`src/rtl/raster_scan_gen.sv`:
```
// Raster-order pixel coordinate/address generator driven by the run-control FSM state.
// Emits x/y/linear address with valid/ready handshake, frame flags and a completed-frame count.
module raster_scan_gen #(
  parameter int IMG_W  = 64,
  parameter int IMG_H  = 48,
  parameter int X_W    = 8,
  parameter int Y_W    = 8,
  parameter int ADDR_W = 12
) (
  input  logic              clk,
  input  logic              reset,
  input  logic [1:0]        fsm_state,
  input  logic              pix_ready,
  output logic              pix_valid,
  output logic [X_W-1:0]    pix_x,
  output logic [Y_W-1:0]    pix_y,
  output logic [ADDR_W-1:0] pix_addr,
  output logic              sof,
  output logic              eol,
  output logic              eof,
  output logic              frame_done,
  output logic [7:0]        frame_cnt,
  output logic              busy
);

  typedef enum logic [1:0] {
    IDLE = 2'b00,
    SCAN = 2'b01,
    DONE = 2'b10
  } state_t;

  localparam logic [X_W-1:0] X_LAST = X_W'(IMG_W - 1);
  localparam logic [Y_W-1:0] Y_LAST = Y_W'(IMG_H - 1);

  state_t              state_r, state_s;
  logic [X_W-1:0]      x_r, x_s;
  logic [Y_W-1:0]      y_r, y_s;
  logic [ADDR_W-1:0]   addr_r, addr_s;
  logic                mode_r, mode_s;
  logic                done_r, done_s;
  logic [7:0]          cnt_r, cnt_s;
  logic                run_s;
  logic                last_s;

  assign run_s  = (fsm_state == 2'b01) || (fsm_state == 2'b10);
  assign last_s = (x_r == X_LAST) && (y_r == Y_LAST);

  // Next-state, counter advance and frame accounting
  always_comb begin
    state_s = state_r;
    x_s     = x_r;
    y_s     = y_r;
    addr_s  = addr_r;
    mode_s  = mode_r;
    done_s  = 1'b0;
    cnt_s   = cnt_r;
    case (state_r)
      IDLE: begin
        if (run_s) begin
          state_s = SCAN;
          mode_s  = (fsm_state == 2'b10);
          x_s     = '0;
          y_s     = '0;
          addr_s  = '0;
        end else begin
          state_s = IDLE;
        end
      end
      SCAN: begin
        // Abort wins over a coincident last-pixel transfer
        if (!run_s) begin
          state_s = IDLE;
          x_s     = '0;
          y_s     = '0;
          addr_s  = '0;
        end else if (pix_ready) begin
          if (last_s) begin
            done_s = 1'b1;
            cnt_s  = cnt_r + 8'd1;
            x_s    = '0;
            y_s    = '0;
            addr_s = '0;
            if (mode_r && (fsm_state == 2'b10)) begin
              state_s = SCAN;
            end else begin
              state_s = DONE;
            end
          end else if (x_r == X_LAST) begin
            x_s    = '0;
            y_s    = y_r + Y_W'(1);
            addr_s = addr_r + ADDR_W'(1);
          end else begin
            x_s    = x_r + X_W'(1);
            addr_s = addr_r + ADDR_W'(1);
          end
        end else begin
          state_s = SCAN;
        end
      end
      DONE: begin
        if (!run_s) begin
          state_s = IDLE;
        end else begin
          state_s = DONE;
        end
      end
      default: begin
        state_s = IDLE;
        x_s     = '0;
        y_s     = '0;
        addr_s  = '0;
      end
    endcase
  end

  // State and datapath registers
  always_ff @(posedge clk) begin
    if (reset) begin
      state_r <= IDLE;
      x_r     <= '0;
      y_r     <= '0;
      addr_r  <= '0;
      mode_r  <= 1'b0;
      done_r  <= 1'b0;
      cnt_r   <= 8'd0;
    end else begin
      state_r <= state_s;
      x_r     <= x_s;
      y_r     <= y_s;
      addr_r  <= addr_s;
      mode_r  <= mode_s;
      done_r  <= done_s;
      cnt_r   <= cnt_s;
    end
  end

  assign pix_valid  = (state_r == SCAN);
  assign busy       = (state_r == SCAN);
  assign pix_x      = x_r;
  assign pix_y      = y_r;
  assign pix_addr   = addr_r;
  assign sof        = pix_valid && (x_r == X_W'(0)) && (y_r == Y_W'(0));
  assign eol        = pix_valid && (x_r == X_LAST);
  assign eof        = pix_valid && last_s;
  assign frame_done = done_r;
  assign frame_cnt  = cnt_r;

endmodule

```
`config.mk`:
```
export PLATFORM = sky130hd
export DESIGN_NAME = raster_scan_gen
export DESIGN_NICKNAME = d
export VERILOG_FILES = /design/src/rtl/raster_scan_gen.sv
export SDC_FILE = /design/constraint.sdc
export NUM_CORES = 1
export LEC_CHECK = 0
export ABC_AREA = 0
export BUFFER_PORTS_ARGS = -buffer_cell sky130_fd_sc_hd__buf_2
export CAP_MARGIN = 20
export CORE_MARGIN = 2
export CORE_UTILIZATION = 53
export CTS_CLUSTER_DIAMETER = 80
export DETAILED_ROUTE_END_ITERATION = 10
export GPL_ROUTABILITY_DRIVEN = 0
export GPL_TIMING_DRIVEN = 0
export PLACE_DENSITY = 0.81
export REMOVE_ABC_BUFFERS = 1
export SLEW_MARGIN = 20
export SYNTH_ARGS = -nofsm -noshare
export SYNTH_HDL_FRONTEND = slang
export SYNTH_SLANG_ARGS = --single-unit
```
`constraint.sdc`:
```
create_clock -name clk -period 2.6 [get_ports clk]
set_clock_uncertainty 0.05 [all_clocks]
set_input_delay 0.65 -clock clk [delete_from_list [all_inputs] [get_ports clk]]
set_output_delay 0.65 -clock clk [all_outputs]
set_load 0.005 [all_outputs]
```
# Word level (Yosys, flattened, before mapping)
# Cells that the tools add are included.
# totals
regBits	40
latchBits	0
ram_bits	0
romBits	0
out_inout_bits	42
word_cells	64
mem_count	0
# classes
n_addsub	4
mul	0
n_div	0
order_cmp	0
n_eq_ne	10
n_shift	0
n_mux	24
bitwise	4
n_reduce_logical	15
# ops
op	count
two-way mux 8 bit	9
two-way mux 12 bit	4
case mux 8 bit (3 select lines)	2
case mux 12 bit (3 select lines)	1
adder 8 x 1 -> 8 bit (second input constant)	3
equality test 8 x 6 -> 1 bit (second input constant)	2
logical NOT 8 bit	2
adder 12 x 1 -> 12 bit (second input constant)	1
two-way mux 2 bit	5
AND reduction 4 bit	2
logical AND 1 bit	6
case mux 2 bit (3 select lines)	1
equality test 2 x 1 -> 1 bit (second input constant)	2
equality test 2 bit (second input constant)	2
!= test 4 x 2 -> 1 bit (second input constant)	1
!= test 4 x 3 -> 1 bit (second input constant)	1
NOT 1 bit	4
OR reduction 4 bit	1
!= test 3 bit (second input constant)	1
AND reduction 3 bit	1
logical NOT 2 bit	1
two-way mux 1 bit	2
!= test 2 bit (second input constant)	1
AND reduction 2 bit	1
logical OR 1 bit	1

# Depth between registers and ports, before layout
# Gate-level depths: netlist (run 1).
# depth
word_depth	7
mapped_depth	8
depth_no_buf	7

# Worst setup path before layout (run 1)
# No wires, ideal clock.
# synth_timing
path_type	in2reg
start	input port fsm_state[0]
end	register y_r[3] (netlist: pix_y[3])
setup_time_ns	0.087
t_arrival_ns	2.066
t_required_ns	2.463
path_slack_ns	0.397
path_stages	8
cell_sequence	inv_1 > ha_1 > nor4b_1 > o21ba_2 > clkbuf_1 > a21oi_1 > o21ai_0 > o31ai_1
# synth_via
elab_chain_cells	4
elab_cells_between_ends	9
classes_between	eq/ne: 5; mux: 2; reduce/logical: 2
# synth_rtl
element	line	text
start, declared	12	input logic [1:0] fsm_state,
equality test 2 x 1 -> 1 bit / equality test 2 bit (equally long branches)	45	assign run_s = (fsm_state == 2'b01) || (fsm_state == 2'b10);
logical OR 1 bit *	45	
!= test 4 x 2 -> 1 bit (no line) (tied with other cells)	--	
AND reduction 4 bit (no line) / case mux 8 bit (3 select lines) (equally long branches)	--	
end signal, assigned	129	y_r <= y_s;
end, declared	37	logic [Y_W-1:0] y_r, y_s;
# Every way passes the cells marked *; elsewhere a longest branch is shown, timed or not.
# A chain may end at the register's enable or synchronous reset.

# Worst setup path in the final report (run 1)
# layout_timing
start	register y_r[6] (netlist: pix_y[6])
end	output port sof
# layout_via
elab_chain_cells	2
# layout_rtl
element	line	text
logical NOT 8 bit	142	assign sof = pix_valid && (x_r == X_W'(0)) && (y_r == Y_W'(0));
logical AND 1 bit	142	
end, declared	18	output logic sof,
# No other way between the ends.

==> reports/summary.txt, run 1 <==
Outcome: finished clean
Via density: 5.77
Mapped cell area: 2030 sq um
Worst Setup End Kind: output pin
Layout area overhead: 18.3%
Clock net sink count: 40
Total wire length: 4.59 mm
Overflow after GRT: 0
Final Setup Violations: 0
Tot GR Track Use: 0.230
Nets: 302
H-tree levels: 2
Worst-margin pin slew: 850 ps
Most used DFF post-synth: dfxtp_1
Number of global-route vias before repair: 1764
Post-synth top area share: 0.395
Post-route minimum period: 2500 ps
CP required: 1900 ps
N_diodes: 0
Die H: 65.9 um
Async S/R FF share, synth: 0
RSZ-0062 raised after global routing: true
Ports: 47
Clk Tree Root Cell: clkbuf_8
Synth top area cells: dfxtp_1 39%, nor2_1 6.5%, xor2_1 5.2%
Cell Rows: 22
Worst-Skew Late Latency: 300 ps
HPWL Detailed: 3.19 mm
Initial Utilization: 0.554
Cells on worst reg2reg path: 6
CTS tree: built
CP cell instances: nor3_4 -> nand4_1 -> or4_1 -> nor4_1 -> buf_2
Pwr Density: 519 nW/um^2
Initial antenna violation count: 0
Max VDD drop: 0.350 mV
DR WL/cell: 13.5 um
Slack of the worst reg-to-reg path: 340 ps
Max Slew Vio Count: 0
CTS clk-pin slew, worst paths: 80 ps
Hold WC Path Type: flop to flop
Worst hold path endpoint: mode_r
Synth Instances: 244
Critical Path AT: 1800 ps
Hold path start: mode_r
Hold_buf cts: 0
Critical R2R Capture: pix_addr[11]
Yosys reg bits: 40
WS Path Type: flop to output pin
Synthesized area per cell: 8.31 sq um
Seq/Total Area, Yosys: 0.395
DRC viols: 0
Clock Tree Buf Depth: 2
Fin crit share: 0.963
Post-route insts no fill: 339
First-pass GRT wire length: 7.72 mm
Fmax: 400 MHz
LEAKAGE: 0.982 nW
Pin count of the biggest net entering global routing: 23
Post-synth top area cell: dfxtp_1
R2R Path Start: pix_x[0]
Layout cells sized above 1: 0.216
Critical path's slowest cell: or4_1
CTS buffer count: 5
Startpoint Class: flop
Crit path max fanout: 5
Via count: 1957
Buf+Inv Stages, Crit Path: 1
DRT Pass-1 Iters: 4
Number of flops mapped to enable cells by yosys: 0
Max-cap violations: 0
Worst relative slew slack: 0.433
CP peak stage delay: 390 ps
Core area: 3660 sq um
Yosys Warn Count: 0
Placed cells: 330
Hold Fails Final Rpt: 0
Distinct cells, synth: 38
Die X: 65.9 um
Design Power: 0.00124 W
Antenna-violating nets left: 0
Hold path cells: 2
Die area: 4340 sq um
Top cell family by delay on the critical path: simple AND/OR/NAND/NOR gates
Number of port buffers: 46
Drt initial violations: 87
-- per-layer routing --
metal  vias up  share of wire  GRT usage
met4         0          0.015     0.0964
met2        72           0.48      0.391
met3         7          0.072     0.0681
met1       927           0.43      0.267
li1        951              -          -
met5         -              0          0
-- state kept, by name, summed over array words and instances, names as in the netlist --
name        flops
mode_r          1
pix_y           8
frame_done      1
frame_cnt       8
state_r         2
pix_addr       12
pix_x           8
-- how the worst max path moves through the flow --
stage,from,endpoint,slack [ps],depth (start not counted)
floorplan,fsm_state[0],pix_addr[0],140,7
global placement,fsm_state[0],pix_y[1],-450,8
detailed placement,pix_x[0],pix_addr[11],-120,6
CTS,pix_y[7],sof,70,5
global route,pix_y[6],sof,-40,5
finish,pix_y[6],sof,100,5
-- area by class of cell --
cell class / instances / area (sq um)
fillers: 330 / 1260
clock buffers: 6 / 72.6
multi-input cells: 186 / 1150
inverters: 10 / 37.5
well taps: 48 / 60.1
flip-flops and latches: 40 / 802
repair buffers: 47 / 238
clock inverters: 2 / 35.0
-- kinds of logic after synthesis --
group / count (synthesis) / share of synthesized area
AOI/OAI and AO/OA: 27 / 0.0796
xor gates and xnor gates: 23 / 0.0993
adders and majority gates: 7 / 0.0432
buffers and inverters: 18 / 0.0438
DFF: 40 / 0.395
muxes: 3 / 0.0154
and+or+nand+nor: 126 / 0.324
-- worst min-delay path, cell delays in order, from the launching register on --
cell	delay (ps)
dfxtp_1	330
mux2i_1	70
nor2_1	70
-- per-stage QoR --
step           setup WS [ps]  cell area [sq um]  TNS (ps)  hold slack, ps   util
2_1_floorplan            137               1980         0             411      -
3_3_place_gp            -446               2270     -7280             425  0.619
3_5_place_dp            -117               2270      -922             441  0.620
4_1_cts                 72.6               2390         0             453  0.653
5_1_grt                -37.1               2400     -37.1             485  0.655
6_report                97.0               2400         0             449  0.655
-- synthesized netlist by cell type, drive strengths merged (2+ instances only) --
library cell  count
dfxtp            40
nor2             35
nand2            20
nand3            18
nand4            15
xor2             12
xnor2            11
inv              10
nor3             10
o21ai            10
a21oi             9
ha                7
nor4              7
buf               5
nor3b             4
and2              3
and3              3
and4              3
clkbuf            3
mux2i             2
nand2b            2
nor4b             2
o31ai             2
-- report_power, final --
part | switching [W] | internal (W)
logic | 0.0000780 | 0.0000371
clock network | 0.000217 | 0.000285
registers | 0.00000979 | 0.000618
total | 0.000304 | 0.000940
-- timing repair --
action / in CTS / in global routing
setup endpoints to repair: 10 / 2
setup buffers: 1 / 0
pin swaps: 1 / 0
gates resized for setup: 1 / 2
-- placed cells by master, fill, tap and decap left out, drive strengths merged, types with 2 or more instances in the layout --
cell	instances
nor3b	4
nand2	20
and4	3
nor2	35
mux2i	2
and3	3
inv	10
xnor2	11
nand2b	2
dfxtp	40
clkbuf	6
and2	3
o21ai	10
nand3	18
nor3	10
o31ai	2
nor4	7
buf	47
xor2	12
nand4	15
nor4b	2
a21oi	9
ha	7
No activity file was read; power rests on OpenSTA's default activity.
==> run 2, diff against run 1 <==
==> constraint.sdc (replaced) <==
create_clock -name clk -period 2.6 [get_ports clk]
set_clock_uncertainty 0.05 [all_clocks]
set_input_delay 0.26 -clock clk [delete_from_list [all_inputs] [get_ports clk]]
set_output_delay 0.26 -clock clk [all_outputs]
set_load 0.005 [all_outputs]
==> reports/summary.txt, run 2 (synthesis results as in run 1) <==
Number of global-route vias before repair: 1763
Clock Tree Buf Depth: 2
Cell Rows: 22
Final Setup Violations: 0
Slack of the worst reg-to-reg path: 350 ps
Overflow after GRT: 0
Via count: 1956
Critical R2R Capture: pix_addr[11]
Startpoint Class: flop
R2R Path Start: pix_x[0]
Worst-margin pin slew: 850 ps
H-tree levels: 2
Clk Tree Root Cell: clkbuf_8
Nets: 302
Hold path cells: 4
Max FFs per register: 12
Pin count of the biggest net entering global routing: 23
Critical Path AT: 2370 ps
Ports: 47
Antenna-violating nets left: 0
Initial Utilization: 0.554
Post-route minimum period: 2250 ps
Number of port buffers: 46
Most frequent cells in the layout: 46 x buf_2, 40 x dfxtp_1, 35 x nor2_1, 20 x nand2_1, 18 x nand3_1
Fin crit share: 0.866
CTS tree: built
Crit path max fanout: 9
Die X: 65.9 um
Hold path start: pix_ready
LEAKAGE: 0.976 nW
Worst hold path endpoint: state_r[0]
Design Power: 0.00125 W
Post-CTS Setup Repair Bufs: 1
First-pass GRT wire length: 7.71 mm
CTS clk-pin slew, worst paths: 80 ps
Max-cap violations: 0
Core area: 3660 sq um
Clock net sink count: 40
Max Slew Vio Count: 0
Hold WC Path Type: input pin to flop
Die area: 4340 sq um
Worst-Skew Late Latency: 300 ps
Initial antenna violation count: 0
Tot GR Track Use: 0.229
Pwr Density: 522 nW/um^2
Worst Setup End Kind: flop
CTS resizes: 0
CP required: 2720 ps
Max VDD drop: 0.349 mV
Layout cells sized above 1: 0.210
Worst relative slew slack: 0.433
Layout area overhead: 17.6%
Total wire length: 4.53 mm
Placed cells: 330
Drt initial violations: 100
Hold_buf cts: 0
Hold Fails Final Rpt: 0
DRC viols: 0
DR WL/cell: 13.4 um
HPWL Detailed: 3.19 mm
Fmax: 444 MHz
N_diodes: 0
DRT Pass-1 Iters: 4
RSZ-0062 raised after global routing: false
Die H: 65.9 um
Post-route insts no fill: 339
WS Path Type: flop to flop
Util after Layout: 0.652
Via density: 5.77
CTS buffer count: 5
Commonest non-fill, non-tap cell in the layout: buf_2
Outcome: finished clean
Cells on worst reg2reg path: 6
Hold Slack: 309 ps
-- run 2: worst max-delay path: stages (launching register included) --
cell and delay, ps:
dfxtp_1 450, ha_1 270, or3b_4 430, nor4b_4 280, nor2_1 190, o21ai_2 360
nor2_1 100
-- run 2: where the power goes --
group          internal [W]  total (W)  switching (W)
combinational     0.0000371   0.000116      0.0000784
clock              0.000285   0.000503       0.000218
sequential         0.000618   0.000628     0.00000977
-- run 2: cell type report --
class | instances | area, sq um
Timing Repair Buffer | 47 | 238
Clock inverter | 2 | 35.0
Inverter | 10 | 37.5
Multi-Input combinational cell | 186 | 1140
Fill cell | 329 | 1270
Tap cell | 48 | 60.1
Clock buffer | 6 | 72.6
Sequential cell | 40 | 801
-- run 2: worst max-delay path by stage --
stage | startpoint | end | slack, ps | cells after the start
3_3_place_gp | pix_x[0] | pix_addr[11] | -100 | 6
3_5_place_dp | pix_x[0] | pix_addr[11] | -120 | 6
6_report | pix_x[0] | pix_addr[11] | 350 | 6
4_1_cts | pix_y[6] | sof | 350 | 5
2_1_floorplan | pix_x[0] | pix_addr[11] | 310 | 6
5_1_grt | pix_x[0] | pix_addr[8] | 210 | 6
-- run 2: per-stage QoR --
step / cell area (sq um) / worst slack, ps / setup TNS (ps)
6_report: 2390 / 349 / 0
5_1_grt: 2390 / 210 / 0
4_1_cts: 2390 / 348 / 0
3_5_place_dp: 2270 / -117 / -922
3_3_place_gp: 2270 / -99.4 / -1000
2_1_floorplan: 1980 / 315 / 0
-- run 2: per-layer routing --
layer | vias up | routed length, um | global-route usage
met2 | 71 | 2180 | 0.391
met3 | 11 | 325 | 0.0681
met4 | 0 | 80 | 0.0964
met1 | 925 | 1940 | 0.265
li1 | 949 | - | -
met5 | - | 0 | 0
